`src/rtl/ffe_weight_sequencer_if.sv`:
```
// ---------------------------------------------------------------------------
// ffe_weight_sequencer_if
//   Groups the command handshake, the weight-memory write port and the
//   status outputs of ffe_weight_sequencer into one bundle.
//
//   Handshake: a command transfers on a rising clk_adc edge where req_valid
//   and req_ready are both high. The requester keeps the req_* fields valid
//   while req_valid is high. The fields only have to be valid at that edge,
//   because the sequencer latches them when it accepts the command.
//
//   Signals
//     req_valid/req_ready       command handshake
//     req_clear/req_bcast       command kind (clear > bcast > single)
//     req_d_idx/req_w_idx       tap / lane index
//     req_value                 weight value (two's complement)
//     wme_ffe_inst/data/exec    weight-memory write port
//     busy/done/err/wr_count    status
//     state_dbg                 current sequencer FSM state (debug)
//
//   Modports
//     master : command source / status sink
//     slave  : the sequencer
// ---------------------------------------------------------------------------
interface ffe_weight_sequencer_if #(
  parameter int FFE_LENGTH    = 10,
  parameter int CHANNEL_WIDTH = 16,
  parameter int WEIGHT_PREC   = 10,
  parameter int CNT_W         = 16
);
  localparam int DW = $clog2(FFE_LENGTH);
  localparam int WW = $clog2(CHANNEL_WIDTH);

  logic                   req_valid;
  logic                   req_ready;
  logic                   req_clear;
  logic                   req_bcast;
  logic [DW-1:0]          req_d_idx;
  logic [WW-1:0]          req_w_idx;
  logic [WEIGHT_PREC-1:0] req_value;

  logic [DW+WW:0]         wme_ffe_inst;
  logic [WEIGHT_PREC-1:0] wme_ffe_data;
  logic                   wme_ffe_exec;

  logic                   busy;
  logic                   done;
  logic                   err;
  logic [CNT_W-1:0]       wr_count;
  logic [1:0]             state_dbg;

  modport master (
    output req_valid, req_clear, req_bcast, req_d_idx, req_w_idx, req_value,
    input  req_ready, wme_ffe_inst, wme_ffe_data, wme_ffe_exec,
    input  busy, done, err, wr_count, state_dbg
  );

  modport slave (
    input  req_valid, req_clear, req_bcast, req_d_idx, req_w_idx, req_value,
    output req_ready, wme_ffe_inst, wme_ffe_data, wme_ffe_exec,
    output busy, done, err, wr_count, state_dbg
  );
endinterface

```
`src/rtl/ffe_weight_sequencer.sv`:
```
// ---------------------------------------------------------------------------
// ffe_weight_sequencer
//   Drives the FFE weight-memory write port. A command writes one weight
//   (single), one tap across every lane (bcast), or zero into every
//   (tap, lane) entry (clear). Each weight write takes three cycles:
//   SETUP (address/data valid), EXEC (one-cycle strobe) and HOLD
//   (address/data still stable).
//
//   Ports
//     clk_adc : ADC-domain clock, all logic on the rising edge
//     rstb    : asynchronous active-low reset
//     bus     : ffe_weight_sequencer_if.slave (handshake, write port, status)
// ---------------------------------------------------------------------------
module ffe_weight_sequencer #(
  parameter int FFE_LENGTH    = 10,
  parameter int CHANNEL_WIDTH = 16,
  parameter int WEIGHT_PREC   = 10,
  parameter int CNT_W         = 16
) (
  input  logic                          clk_adc,
  input  logic                          rstb,
  ffe_weight_sequencer_if.slave         bus
);
  localparam int DW = $clog2(FFE_LENGTH);
  localparam int WW = $clog2(CHANNEL_WIDTH);

  localparam logic [DW-1:0] D_LAST = DW'(FFE_LENGTH - 1);
  localparam logic [WW-1:0] W_LAST = WW'(CHANNEL_WIDTH - 1);

  typedef enum logic [1:0] {
    S_IDLE  = 2'd0,
    S_SETUP = 2'd1,
    S_EXEC  = 2'd2,
    S_HOLD  = 2'd3
  } state_t;

  typedef enum logic [1:0] {
    M_SINGLE = 2'd0,
    M_BCAST  = 2'd1,
    M_CLEAR  = 2'd2
  } mode_t;

  state_t                 state_q, state_d;
  mode_t                  mode_q,  mode_d;
  logic [DW-1:0]          d_q,     d_d;
  logic [WW-1:0]          w_q,     w_d;
  logic [WEIGHT_PREC-1:0] val_q,   val_d;
  logic                   err_q,   err_d;
  logic [CNT_W-1:0]       cnt_q,   cnt_d;

  logic d_ok, w_ok, w_last, d_last, cmd_last;

  // Widen the request indices before comparing them, so that the check
  // still works when the index field can encode more values than exist.
  assign d_ok   = int'(bus.req_d_idx) < FFE_LENGTH;
  assign w_ok   = int'(bus.req_w_idx) < CHANNEL_WIDTH;
  assign w_last = (w_q == W_LAST);
  assign d_last = (d_q == D_LAST);

  // The current weight is the final weight of the running command.
  always_comb begin
    cmd_last = 1'b1;
    case (mode_q)
      M_SINGLE: cmd_last = 1'b1;
      M_BCAST:  cmd_last = w_last;
      M_CLEAR:  cmd_last = w_last && d_last;
      default:  cmd_last = 1'b1;
    endcase
  end

  always_comb begin
    state_d = state_q;
    mode_d  = mode_q;
    d_d     = d_q;
    w_d     = w_q;
    val_d   = val_q;
    err_d   = 1'b0;
    cnt_d   = cnt_q;

    case (state_q)
      S_IDLE: begin
        if (bus.req_valid) begin
          if (bus.req_clear) begin
            mode_d  = M_CLEAR;
            d_d     = '0;
            w_d     = '0;
            val_d   = '0;
            state_d = S_SETUP;
          end else if (bus.req_bcast) begin
            if (d_ok) begin
              mode_d  = M_BCAST;
              d_d     = bus.req_d_idx;
              w_d     = '0;
              val_d   = bus.req_value;
              state_d = S_SETUP;
            end else begin
              err_d = 1'b1;
            end
          end else if (d_ok && w_ok) begin
            mode_d  = M_SINGLE;
            d_d     = bus.req_d_idx;
            w_d     = bus.req_w_idx;
            val_d   = bus.req_value;
            state_d = S_SETUP;
          end else begin
            // Rejected commands are consumed without touching the memory.
            err_d = 1'b1;
          end
        end
      end
      S_SETUP: state_d = S_EXEC;
      S_EXEC:  state_d = S_HOLD;
      S_HOLD: begin
        if (cmd_last) begin
          state_d = S_IDLE;
        end else begin
          state_d = S_SETUP;
          // Lane is the inner loop. Both counters stop at their last valid
          // index, so a non-power-of-2 size never reaches a missing entry.
          if (!w_last) begin
            w_d = w_q + WW'(1);
          end else if (mode_q == M_CLEAR && !d_last) begin
            w_d = '0;
            d_d = d_q + DW'(1);
          end
        end
      end
      default: state_d = S_IDLE;
    endcase

    if (state_q == S_EXEC && cnt_q != '1) begin
      cnt_d = cnt_q + CNT_W'(1);
    end
  end

  always_ff @(posedge clk_adc or negedge rstb) begin
    if (!rstb) begin
      state_q <= S_IDLE;
      mode_q  <= M_SINGLE;
      d_q     <= '0;
      w_q     <= '0;
      val_q   <= '0;
      err_q   <= 1'b0;
      cnt_q   <= '0;
    end else begin
      state_q <= state_d;
      mode_q  <= mode_d;
      d_q     <= d_d;
      w_q     <= w_d;
      val_q   <= val_d;
      err_q   <= err_d;
      cnt_q   <= cnt_d;
    end
  end

  // The outputs are decoded straight from registered state. The
  // asynchronous reset therefore removes the strobe at once.
  assign bus.req_ready    = (state_q == S_IDLE);
  assign bus.busy         = (state_q != S_IDLE);
  assign bus.wme_ffe_exec = (state_q == S_EXEC);
  assign bus.done         = (state_q == S_HOLD) && cmd_last;
  assign bus.err          = err_q;
  assign bus.wme_ffe_inst = {1'b0, w_q, d_q};  // rd_wrb = 0: write only
  assign bus.wme_ffe_data = val_q;
  assign bus.wr_count     = cnt_q;
  assign bus.state_dbg    = state_q;
endmodule

```
`src/flat_wrapper.sv`:
```
// flat-port wrapper written by rule: the top's interface ports become plain ports
module ffe_weight_sequencer_flat 
#(
  parameter int FFE_LENGTH    = 10,
  parameter int CHANNEL_WIDTH = 16,
  parameter int WEIGHT_PREC   = 10,
  parameter int CNT_W         = 16
)
  (clk_adc, rstb, bus_req_valid, bus_req_clear, bus_req_bcast, bus_req_d_idx, bus_req_w_idx, bus_req_value, bus_req_ready, bus_wme_ffe_inst, bus_wme_ffe_data, bus_wme_ffe_exec, bus_busy, bus_done, bus_err, bus_wr_count, bus_state_dbg);
  ffe_weight_sequencer_if #(.FFE_LENGTH(FFE_LENGTH), .CHANNEL_WIDTH(CHANNEL_WIDTH), .WEIGHT_PREC(WEIGHT_PREC), .CNT_W(CNT_W)) bus_i ();
  input  logic clk_adc;
  input  logic rstb;
  input wire logic [$bits(bus_i.req_valid)-1:0] bus_req_valid;
  input wire logic [$bits(bus_i.req_clear)-1:0] bus_req_clear;
  input wire logic [$bits(bus_i.req_bcast)-1:0] bus_req_bcast;
  input wire logic [$bits(bus_i.req_d_idx)-1:0] bus_req_d_idx;
  input wire logic [$bits(bus_i.req_w_idx)-1:0] bus_req_w_idx;
  input wire logic [$bits(bus_i.req_value)-1:0] bus_req_value;
  output wire logic [$bits(bus_i.req_ready)-1:0] bus_req_ready;
  output wire logic [$bits(bus_i.wme_ffe_inst)-1:0] bus_wme_ffe_inst;
  output wire logic [$bits(bus_i.wme_ffe_data)-1:0] bus_wme_ffe_data;
  output wire logic [$bits(bus_i.wme_ffe_exec)-1:0] bus_wme_ffe_exec;
  output wire logic [$bits(bus_i.busy)-1:0] bus_busy;
  output wire logic [$bits(bus_i.done)-1:0] bus_done;
  output wire logic [$bits(bus_i.err)-1:0] bus_err;
  output wire logic [$bits(bus_i.wr_count)-1:0] bus_wr_count;
  output wire logic [$bits(bus_i.state_dbg)-1:0] bus_state_dbg;
  assign bus_i.req_valid = bus_req_valid;
  assign bus_i.req_clear = bus_req_clear;
  assign bus_i.req_bcast = bus_req_bcast;
  assign bus_i.req_d_idx = bus_req_d_idx;
  assign bus_i.req_w_idx = bus_req_w_idx;
  assign bus_i.req_value = bus_req_value;
  assign bus_req_ready = bus_i.req_ready;
  assign bus_wme_ffe_inst = bus_i.wme_ffe_inst;
  assign bus_wme_ffe_data = bus_i.wme_ffe_data;
  assign bus_wme_ffe_exec = bus_i.wme_ffe_exec;
  assign bus_busy = bus_i.busy;
  assign bus_done = bus_i.done;
  assign bus_err = bus_i.err;
  assign bus_wr_count = bus_i.wr_count;
  assign bus_state_dbg = bus_i.state_dbg;
  ffe_weight_sequencer #(.FFE_LENGTH(FFE_LENGTH), .CHANNEL_WIDTH(CHANNEL_WIDTH), .WEIGHT_PREC(WEIGHT_PREC), .CNT_W(CNT_W)) u_core (.clk_adc(clk_adc), .rstb(rstb), .bus(bus_i));
endmodule
```
`config.mk`:
```
export PLATFORM = sky130hd
export DESIGN_NAME = ffe_weight_sequencer_flat
export DESIGN_NICKNAME = d
export VERILOG_FILES = /design/src/rtl/ffe_weight_sequencer_if.sv /design/src/rtl/ffe_weight_sequencer.sv /design/src/flat_wrapper.sv
export SDC_FILE = /design/constraint.sdc
export NUM_CORES = 1
export LEC_CHECK = 0
export ABC_AREA = 1
export CAP_MARGIN = 20
export CORE_MARGIN = 3
export CORE_UTILIZATION = 43
export DETAILED_ROUTE_END_ITERATION = 16
export HOLD_SLACK_MARGIN = 0.1
export PLACE_DENSITY = 0.8
export SETUP_SLACK_MARGIN = 0.5
export SYNTH_ARGS = -nofsm -noshare
export SYNTH_HDL_FRONTEND = slang
export SYNTH_SLANG_ARGS = --single-unit
```
`constraint.sdc`:
```
create_clock -name clk_adc -period 1.6 [get_ports clk_adc]
set_clock_uncertainty 0.05 [all_clocks]
set_input_delay 0.16 -clock clk_adc [delete_from_list [all_inputs] [get_ports clk_adc]]
set_output_delay 0.16 -clock clk_adc [all_outputs]
set_load 0.05 [all_outputs]
```
==> results_dict.tcl <==
set metrics [dict create \
    status "finished, violations left" \
    violations "negative setup slack" \
    cts.sinks 39 \
    path_max_fanout 2 \
    power_density_nw_per_um2 1970 \
    r2r_cells 11 \
    crit_buf_inv 4 \
    yosysSeqAreaShare_pct 42.8 \
    required_ns 1.39 \
    final_area_um2 4590 \
    setup_viol 17 \
    drtAntennaViolNets 0 \
    netlist_area_um2 2280 \
    drive_above_1_share_pct 59.0 \
    synth_edf_count 0 \
    fmax_mhz 530 \
    synth_nets 343 \
    timing.setup.critical_path_class "register to output pin" \
    track_usage_pct 22.8 \
    hp-class "primary input to asynchronous set/reset pin" \
    power.internal_w 0.00460 \
    place_area_um2 3150 \
    num_vias 3024 \
    placementRows 25 \
    crit_family "buffers and inverters" \
    worst_slack_ns -0.287 \
    slew_headroom_pct 65.6 \
    drv_cap 0 \
    fin_hold_ws_ns 0.289 \
    antenna_found_initial 0 \
    cts_made_buffers 5 \
    grt_overflow 0 \
    die_h_um 78.8 \
    htreeDepth 2 \
    crit_start "u_core.mode_q[0]$_DFFE_PN0P_" \
    die_x_um 78.8 \
    num-nets-final 489 \
    combinationalPowerShare_pct 70.9 \
    rr_startpoint "u_core.mode_q[0]$_DFFE_PN0P_" \
    hold_viol 0 \
    p_sw_share_pct 49.0 \
    syn_avg_cell_area_um2 7.33 \
    p_clk_share_pct 9.8 \
    hpwl_um 4410 \
    area_growth_pct 101 \
    pwr-share-seq_pct 19.4 \
    dr.pass1.iters 5 \
    grt_max_degree 21 \
    post-route-drc-count 0 \
    startpoint_type "register" \
    ys_seq_elements 39 \
    io_buffers 63 \
    start_util_pct 46.4 \
    syn_inst 311 \
    fin_crit_ns 1.89 \
    cts_root_buf "clkbuf_8" \
    drv_slew 0 \
    fillers 155 \
    drt-total-wl_um 11000 \
    ys_warn_count 0 \
    final_common_cell "nand2_1" \
    critical-path-max-stage-delay_ns 0.39 \
    rsz0062_at_grt "true" \
    leakage_nw 2.22 \
    cts_tree "done" \
    synthDistinctLibCells 27 \
    first_global_vias 2491 \
    first_iter_violations 273 \
    io_pins 65 \
    dieArea_um2 6210 \
    core-area_um2 4910 \
    globalplace.congestion 0.899 \
    cp.depth 7 \
    wire_per_inst_um 20.9 \
    clk_latency_ns 0.31 \
    grt_pass1_wl_um 11300 \
    clockBufferDepth 2 \
    worstMarginPinSlew_ns 0.516 \
    num_antenna_cells 0 \
    path_clk_slew_ns 0.10 \
    arrival_ns 1.68 \
    cp-end-kind "output pin" \
    synth_largest_area_cell "dfrtp_1" \
    routed_via_density 5.76 \
    fin_crit_sh_pct 118 \
    cp_slowest_cell "dfrtp_1" \
    synthFlopType "dfrtp_1" \
    async_flop_share_pct 100 \
    irDropWorstVdd_uv 1540 \
    yosysTopAreaCellShare_pct 42.8 \
    mostFrequentLayoutCells "nand2_1, buf_6, buf_4, nand2_2, buf_8" \
    p_sw_w 0.00442 \
    cp_cell_sequence "inv_1 -> ha_1 -> inv_2 -> nand3_4 -> nand2_4 -> clkinvlp_4 -> buf_12" \
    synth_area_leaders "dfrtp_1, nand2_1, o21ai_0, ha_1, nand3_1" \
]
[worst paths after layout]
path                       slack, ns                                      to
max                            -0.29                                bus_done
min reg2reg                     0.52  u_core.bus.wme_ffe_data[6]$_DFFE_PN0P_
max in group asynchronous       0.61      u_core.bus.wr_count[8]$_DFFE_PN0P_
min                             0.29  u_core.bus.wme_ffe_data[0]$_DFFE_PN0P_
max reg2reg                    -0.26               u_core.w_q[0]$_DFFE_PN0P_
min in group clk_adc            0.35  u_core.bus.wme_ffe_data[5]$_DFFE_PN0P_
[logic make-up after synthesis]
group	share of synthesized area (%)
xor gates and xnor gates	5.00
buffers and inverters	7.85
AOI/OAI and AO/OA	6.15
DFF	42.8
other	0.165
and+or+nand+nor	33.1
adders and majority gates	4.94
[per-stage QoR]
step	setup WS (ns)	util [%]	cells	TNS (ns)	total power (W)
floorplan	-0.0671	-	311	-0.695	0.00417
global placement	0.0374	64.1	451	0	0.00524
detailed placement	-0.0161	64.1	451	-0.0769	0.00534
CTS	-0.182	77.5	485	-1.00	0.00724
global route	-0.305	93.4	525	-2.53	0.00931
finish	-0.287	93.4	525	-1.81	0.00903
[Yosys cell counts (2+ instances only)]
master / instances
xnor2_1: 9
clkbuf_1: 2
o21ai_0: 23
ha_1: 9
dfrtp_1: 39
nor3_1: 2
nand4_1: 3
nand3_2: 2
xor2_1: 4
inv_1: 29
buf_2: 2
nand3_1: 22
inv_2: 4
buf_6: 2
nor2_1: 20
nand2_1: 126
nor2_2: 2
buf_4: 2
[power by group through the flow]
| stage | combinational (W) | sequential, W | clock, W |
|---|---|---|---|
| finish | 0.00640 | 0.00175 | 0.000883 |
| global route | 0.00661 | 0.00176 | 0.000939 |
| CTS | 0.00473 | 0.00166 | 0.000854 |
| detailed placement | 0.00368 | 0.00165 | 0 |
| global placement | 0.00361 | 0.00163 | 0 |
| floorplan | 0.00162 | 0.00255 | 0 |
[metal layers]
layer	part of all wire, %	global-route usage [%]	vias up
met5	0	0	-
met4	6.5	6.82	0
met3	8.6	4.08	82
met2	51	43.4	254
met1	34	25.6	1427
li1	-	-	1261
[repair_timing]
action	CTS	global route
cloned	2	1
hold buffers	1	0
buffers inserted	23	39
setup endpoints to repair	70	80
hold endpoints to repair	18	0
pin swaps	36	33
gates resized for setup	115	119
[layout make-up]
cell class,instances,area [um2],area share (%)
well taps,67,83.8,1.83
inverters,33,148,3.22
clock inverters,3,43.8,0.955
flip-flops and latches,39,1010,21.9
clock buffers,5,68.8,1.50
multi-input cells,231,1620,35.3
repair buffers,146,1610,35.1
repair inverters,1,6.26,0.136
[state kept, by name, summed over array words and instances, names as in the netlist]
| signal | count |
|---|---|
| u_core.d_q | 4 |
| u_core.bus.state_dbg | 2 |
| u_core.bus.wme_ffe_data | 10 |
| u_core.mode_q | 2 |
| u_core.bus.wr_count | 16 |
| u_core.w_q | 4 |
| u_core.bus.err | 1 |
Note: power is estimated with default switching activity, not from simulation.
